<file path="config.mk">
export PLATFORM = sky130hd
export DESIGN_NAME = hdlc_tx_framer
export DESIGN_NICKNAME = d
export VERILOG_FILES = /design/src/rtl/hdlc_pkg.sv /design/src/rtl/hdlc_fcs_gen.sv /design/src/rtl/hdlc_tx_framer.sv
export SDC_FILE = /design/constraint.sdc
export NUM_CORES = 1
export LEC_CHECK = 0
export ABC_AREA = 1
export ABC_CLOCK_PERIOD_IN_PS = 2200
export BUFFER_PORTS_ARGS = -buffer_cell sky130_fd_sc_hd__buf_2
export CORE_MARGIN = 3
export CORE_UTILIZATION = 40
export DETAILED_ROUTE_END_ITERATION = 12
export SETUP_SLACK_MARGIN = 0.4
export SLEW_MARGIN = 10
export SYNTH_ARGS = -nofsm -noshare
export SYNTH_HDL_FRONTEND = slang
export SYNTH_SLANG_ARGS = --single-unit
</file>
<file path="constraint.sdc">
create_clock -name clk_i -period 2.2 [get_ports clk_i]
set_input_delay 0.44 -clock clk_i [delete_from_list [all_inputs] [get_ports clk_i]]
set_output_delay 0.44 -clock clk_i [all_outputs]
set_load 0.005 [all_outputs]
</file>
<file path="src/rtl/hdlc_pkg.sv">
// Shared types and constants for the HDLC transmit framer.
package hdlc_pkg;

    typedef enum logic [2:0] {
        StIdle  = 3'd0,
        StOpen  = 3'd1,
        StData  = 3'd2,
        StFcs   = 3'd3,
        StClose = 3'd4,
        StAbort = 3'd5
    } tx_state_t;

    localparam logic [7:0]  HDLC_FLAG     = 8'h7E;
    localparam logic [7:0]  HDLC_ABORT    = 8'hFE;
    localparam logic [15:0] HDLC_FCS_POLY = 16'h8408;
    localparam logic [15:0] HDLC_FCS_INIT = 16'h0000;

endpackage

</file>
<file path="src/rtl/hdlc_fcs_gen.sv">
// Bit-serial reflected CRC-16-CCITT, fed one unstuffed payload bit per enabled cycle.
module hdlc_fcs_gen
    import hdlc_pkg::*;
(
    input  logic        clk_i,
    input  logic        rst_ni,
    input  logic        clear_i,
    input  logic        bit_en_i,
    input  logic        bit_in_i,
    output logic [15:0] fcs_o
);

    logic [15:0] crc_q, crc_d;

    always_comb begin
        crc_d = crc_q;
        if (clear_i) begin
            crc_d = HDLC_FCS_INIT;
        end else if (bit_en_i) begin
            crc_d = {1'b0, crc_q[15:1]} ^ ((crc_q[0] ^ bit_in_i) ? HDLC_FCS_POLY : 16'h0000);
        end
    end

    always_ff @(posedge clk_i or negedge rst_ni) begin
        if (!rst_ni) begin
            crc_q <= HDLC_FCS_INIT;
        end else begin
            crc_q <= crc_d;
        end
    end

    assign fcs_o = crc_q;

endmodule

</file>
<file path="src/rtl/hdlc_tx_framer.sv">
// HDLC transmit framer: flags, LSB-first shifting, zero insertion, optional FCS and abort.
module hdlc_tx_framer
    import hdlc_pkg::*;
#(
    parameter bit FCS_EN = 1'b1
) (
    input  logic       clk_i,
    input  logic       rst_ni,
    input  logic       tx_enable_i,
    input  logic       tx_abort_frame_i,
    input  logic       tx_data_avail_i,
    input  logic [7:0] tx_data_i,
    output logic       tx_rd_buff_o,
    output logic       tx_new_byte_o,
    output logic       tx_o,
    output logic       tx_valid_frame_o,
    output logic       tx_aborted_trans_o,
    output logic       tx_done_o
);

    tx_state_t   state_q, state_d;
    logic [3:0]  bit_cnt_q, bit_cnt_d;
    logic [7:0]  shreg_q, shreg_d;
    logic [2:0]  ones_q, ones_d;
    logic        tx_q, tx_d;
    logic        valid_q, valid_d;
    logic        nb_q, nb_d;
    logic        done_q, done_d;
    logic        aborted_q, aborted_d;

    logic        crc_clear, crc_en, crc_bit;
    logic [15:0] fcs;
    logic [3:0]  cnt_inc;
    logic [2:0]  ones_base;
    logic        stuff_now, abort_req, byte_req, pay_bit;

    // bit_cnt_q indexes the bit currently on the line; a stuffed 0 holds it in place.
    assign cnt_inc   = bit_cnt_q + 4'd1;
    assign stuff_now = (ones_q == 3'd5);
    assign abort_req = tx_abort_frame_i && (state_q != StIdle) && (state_q != StAbort);
    assign byte_req  = (bit_cnt_q[2:0] == 3'd7) &&
                       ((state_q == StOpen) || ((state_q == StData) && !stuff_now));
    assign ones_base = (state_q == StData) ? ones_q : 3'd0;

    hdlc_fcs_gen u_fcs (
        .clk_i    (clk_i),
        .rst_ni   (rst_ni),
        .clear_i  (crc_clear),
        .bit_en_i (crc_en),
        .bit_in_i (crc_bit),
        .fcs_o    (fcs)
    );

    always_comb begin
        state_d   = state_q;
        bit_cnt_d = bit_cnt_q;
        shreg_d   = shreg_q;
        ones_d    = ones_q;
        tx_d      = 1'b1;
        valid_d   = valid_q;
        aborted_d = aborted_q;
        nb_d      = 1'b0;
        done_d    = 1'b0;
        crc_clear = 1'b0;
        crc_en    = 1'b0;
        crc_bit   = 1'b0;
        pay_bit   = 1'b0;

        if (abort_req) begin
            state_d   = StAbort;
            bit_cnt_d = 4'd0;
            tx_d      = HDLC_ABORT[0];
            valid_d   = 1'b0;
            aborted_d = 1'b1;
            ones_d    = 3'd0;
        end else begin
            unique case (state_q)
                StIdle: begin
                    if (tx_enable_i && tx_data_avail_i) begin
                        state_d   = StOpen;
                        bit_cnt_d = 4'd0;
                        tx_d      = HDLC_FLAG[0];
                        valid_d   = 1'b1;
                        aborted_d = 1'b0;
                        crc_clear = 1'b1;
                    end
                end
                StOpen, StData: begin
                    if ((state_q == StData) && stuff_now) begin
                        tx_d   = 1'b0;
                        ones_d = 3'd0;
                    end else if (!byte_req) begin
                        bit_cnt_d = cnt_inc;
                        if (state_q == StOpen) begin
                            tx_d = HDLC_FLAG[cnt_inc[2:0]];
                        end else begin
                            pay_bit = shreg_q[cnt_inc[2:0]];
                            tx_d    = pay_bit;
                            ones_d  = pay_bit ? ones_q + 3'd1 : 3'd0;
                            crc_en  = 1'b1;
                            crc_bit = pay_bit;
                        end
                    end else if (tx_data_avail_i) begin
                        state_d   = StData;
                        bit_cnt_d = 4'd0;
                        shreg_d   = tx_data_i;
                        nb_d      = 1'b1;
                        tx_d      = tx_data_i[0];
                        ones_d    = tx_data_i[0] ? ones_base + 3'd1 : 3'd0;
                        crc_en    = 1'b1;
                        crc_bit   = tx_data_i[0];
                    end else begin
                        bit_cnt_d = 4'd0;
                        if (FCS_EN) begin
                            state_d = StFcs;
                            tx_d    = fcs[0];
                            ones_d  = fcs[0] ? ones_base + 3'd1 : 3'd0;
                        end else begin
                            state_d = StClose;
                            tx_d    = HDLC_FLAG[0];
                            ones_d  = 3'd0;
                        end
                    end
                end
                StFcs: begin
                    if (stuff_now) begin
                        tx_d   = 1'b0;
                        ones_d = 3'd0;
                    end else if (bit_cnt_q != 4'd15) begin
                        bit_cnt_d = cnt_inc;
                        pay_bit   = fcs[cnt_inc];
                        tx_d      = pay_bit;
                        ones_d    = pay_bit ? ones_q + 3'd1 : 3'd0;
                    end else begin
                        state_d   = StClose;
                        bit_cnt_d = 4'd0;
                        tx_d      = HDLC_FLAG[0];
                        ones_d    = 3'd0;
                    end
                end
                StClose, StAbort: begin
                    if (bit_cnt_q[2:0] != 3'd7) begin
                        bit_cnt_d = cnt_inc;
                        tx_d      = (state_q == StClose) ? HDLC_FLAG[cnt_inc[2:0]]
                                                         : HDLC_ABORT[cnt_inc[2:0]];
                    end else begin
                        state_d   = StIdle;
                        bit_cnt_d = 4'd0;
                        if (state_q == StClose) begin
                            valid_d = 1'b0;
                            done_d  = 1'b1;
                        end
                    end
                end
                default: begin
                    state_d = StIdle;
                end
            endcase
        end
    end

    always_ff @(posedge clk_i or negedge rst_ni) begin
        if (!rst_ni) begin
            state_q   <= StIdle;
            bit_cnt_q <= 4'd0;
            shreg_q   <= 8'h00;
            ones_q    <= 3'd0;
            tx_q      <= 1'b1;
            valid_q   <= 1'b0;
            nb_q      <= 1'b0;
            done_q    <= 1'b0;
            aborted_q <= 1'b0;
        end else begin
            state_q   <= state_d;
            bit_cnt_q <= bit_cnt_d;
            shreg_q   <= shreg_d;
            ones_q    <= ones_d;
            tx_q      <= tx_d;
            valid_q   <= valid_d;
            nb_q      <= nb_d;
            done_q    <= done_d;
            aborted_q <= aborted_d;
        end
    end

    assign tx_rd_buff_o       = byte_req && tx_data_avail_i && !abort_req;
    assign tx_new_byte_o      = nb_q;
    assign tx_o               = tx_q;
    assign tx_valid_frame_o   = valid_q;
    assign tx_aborted_trans_o = aborted_q;
    assign tx_done_o          = done_q;

endmodule

</file>
==> metrics.cfg <==
[placement]
place.gp.congestion = 0.8660
numPortBuffers = 18
hpwl_um = 4133
dp_slack_ns = 0.1298

[finish]
drive_above_1_share = 0.3554
area_growth_syn_to_layout_pct = 33.81
n_fill_cell = 523
finalNetCount = 395
diodes = 0

[power]
ir_drop_v = 0.0006520
switchingPower_mw = 1.905
pwr-share-comb = 0.603
p_total_mw = 4.149
p_per_area_nw_per_um2 = 1319
pwr-share-clk = 0.130
p_int_mw = 2.244
p_sw_frac = 0.4591
seqPwrFrac = 0.268
leakagePower_nw = 1.612

[grt]
globalRouteOverflowTotal = 0
grt_pass1_vias = 2143
track_usage = 0.1900
grt_max_degree = 21
antenna_found_initial = 0
grt_first_pass_wirelength_um = 9804

[synth]
ys_types = 32
synthTopCellsByArea = dfrtp_1, nand2_1, inv_1
synth_largest_area_cell = dfrtp_1
synthArstFlopShare = 1.000
ys_warn_count = 0
ys.flop_type = dfrtp_1
yosysSeqAreaShare = 0.4159
synth.most_common_cell = nand2_1
syn_nets = 343
yosysTopAreaCellShare = 0.4047
synth_common_cells = nand2_1, inv_1, dfrtp_1
synth-seq-cells = 39
avgSynthCellArea_um2 = 7.252
synth_edf_count = 0
postSynthCellCount = 324
mappedNetlistArea_um2 = 2350

[job]
cap_violations = 0

[worst_setup_path]
slowest_stage = dfrtp_2
path_buf_inv = 3
crit_type = register to output port
crit_arrival_ns = 1.54
cp-start-kind = register
cp-end-kind = output port
path_cells = nor2_2 > nand2_2 > nand3_2 > buf_6 > nand3_4 > inv_2 > buf_6
reg2reg_slack_ns = 0.36
required_ns = 1.76
path_max_fanout = 11
cpMostUsedCell = buf_6
crit_family = flip-flops
max_stage_delay_ns = 0.47

[floorplan]
core-area_um2 = 5608
ioPinCount = 19
dieArea_um2 = 6830
fp.dieW_um = 82.65
die_y_um = 82.65
start_util = 0.4190
rows = 27

[run_status]
outcome = completed

[timing]
hold_ws_ns = 0.09847
timing.slew.headroom = 0.6707
slew_violations = 0
min_period_ns = 1.981
rsz0062_at_grt = true
timing.final.ws_setup_ns = 0.2191
finalCritPeriodShare = 0.9004
max_freq_mhz = 504.8
hold_violations = 0
setup_viol = 0
fin_setup_tns_ns = 0
tightest_slew_ns = 0.4939
finalClockSkew_ns = 0.009738

[route]
viasPerCell = 4.980
drt_iter0_markers = 103
wl_per_cell_um = 13.63
dr.pass1.iters = 4
num_vias = 2236
drc = 0
wirelength_um = 6118
ant_nets = 0

[hold_path]
hp-class = input port to async pin

[clock_tree]
insertion_delay_ns = 0.29
cts_tree = yes
cts.sinks = 39
cts.path.max_buffers = 2
htreeDepth = 2
cts.clk_slew.worst_paths_ns = 0.08
cts_root_buffer = clkbuf_8
cts_buffers = 5

## power groups by stage
| stage | combinational [mW] | sequential, mW | clock (mW) |
|---|---|---|---|
| 3_3_place_gp | 1.68 | 1.08 | 0 |
| 3_5_place_dp | 1.68 | 1.08 | 0 |
| 4_1_cts | 1.99 | 1.08 | 0.556 |
| 2_1_floorplan | 1.33 | 1.04 | 0 |
| 5_1_grt | 2.77 | 1.13 | 0.586 |
| 6_report | 2.50 | 1.11 | 0.538 |
## placed cells by master (no fill, tap or decap), drive strengths merged
master	Yosys	final
nor3	4	4
buf	6	52
clkinvlp	0	1
dfstp	1	1
dfrtp	38	38
a31oi	2	2
nand2	98	98
nand3b	1	1
inv	51	50
nor2	20	20
ha	6	6
or2	1	1
a21boi	5	5
o22ai	3	3
a21oi	9	9
o211ai	5	5
nand3	32	32
clkinv	1	1
xor2	3	3
o21ai	37	37
clkbuf	1	8
## flip-flops by register name, summed over array words and instances, names as in the netlist
register,flops
u_fcs.fcs_o,16
shreg_q,8
bit_cnt_q,4
ones_q,3
state_q,3
tx_aborted_trans_o,1
tx_done_o,1
tx_new_byte_o,1
tx_o,1
tx_valid_frame_o,1
## layout make-up
class                      instances  area (um^2)  share of cell area
clock buffer                       8        100.1             0.03183
multi-input combinational        226         1375              0.4373
timing repair buffer              52        381.6              0.1214
tap                               72        90.09             0.02865
inverter                          52        214.0             0.06805
sequential                        39        983.4              0.3128
## worst paths after layout
| check | startpoint | end | depth (start not counted) |
|---|---|---|---|
| max reg2reg | bit_cnt_q[0] | u_fcs.fcs_o[3] | 14 |
| max | state_q[1] | tx_rd_buff_o | 7 |
| min | rst_ni | ones_q[1] | 1 |
| max in group asynchronous | rst_ni | tx_o | 2 |
| min reg2reg | tx_valid_frame_o | tx_valid_frame_o | 2 |
| min in group clk_i | tx_data_i[4] | shreg_q[4] | 3 |
## per-stage QoR
stage                     area [um^2]  instances  utilization
final                            3144        449       0.5607
after global routing             3144        449       0.5607
after CTS                        2877        439       0.5129
after global placement           2536        414       0.4523
after detailed placement         2536        414       0.4523
after floorplan                  2352        324            -
## metal layers
layer | wire length, um | part of all wire | GRT usage
met1 | 2737 | 0.45 | 0.2348
met4 | 85 | 0.014 | 0.06536
met3 | 201 | 0.033 | 0.04772
met5 | 0 | 0 | 0
met2 | 3094 | 0.51 | 0.3213
## cells by family (layout without fill, tap and decap cells)
family / after synthesis / count (layout) / share of synthesized area
AOI/OAI and AO/OA: 61 / 61 / 0.1480
adders and majority gates: 6 / 6 / 0.03195
buffers and inverters: 59 / 112 / 0.1049
DFF: 39 / 39 / 0.4159
and+or+nand+nor: 156 / 156 / 0.2881
xor gates and xnor gates: 3 / 3 / 0.01118
## timing repair
item,in CTS,in global routing
endpoints found under the hold margin,0,0
setup buffers,17,10
resized for setup,32,61
endpoints found under the setup margin,22,23
hold buffers,0,0
pin swaps,7,20
Note: power is estimated with default switching activity, not from simulation.
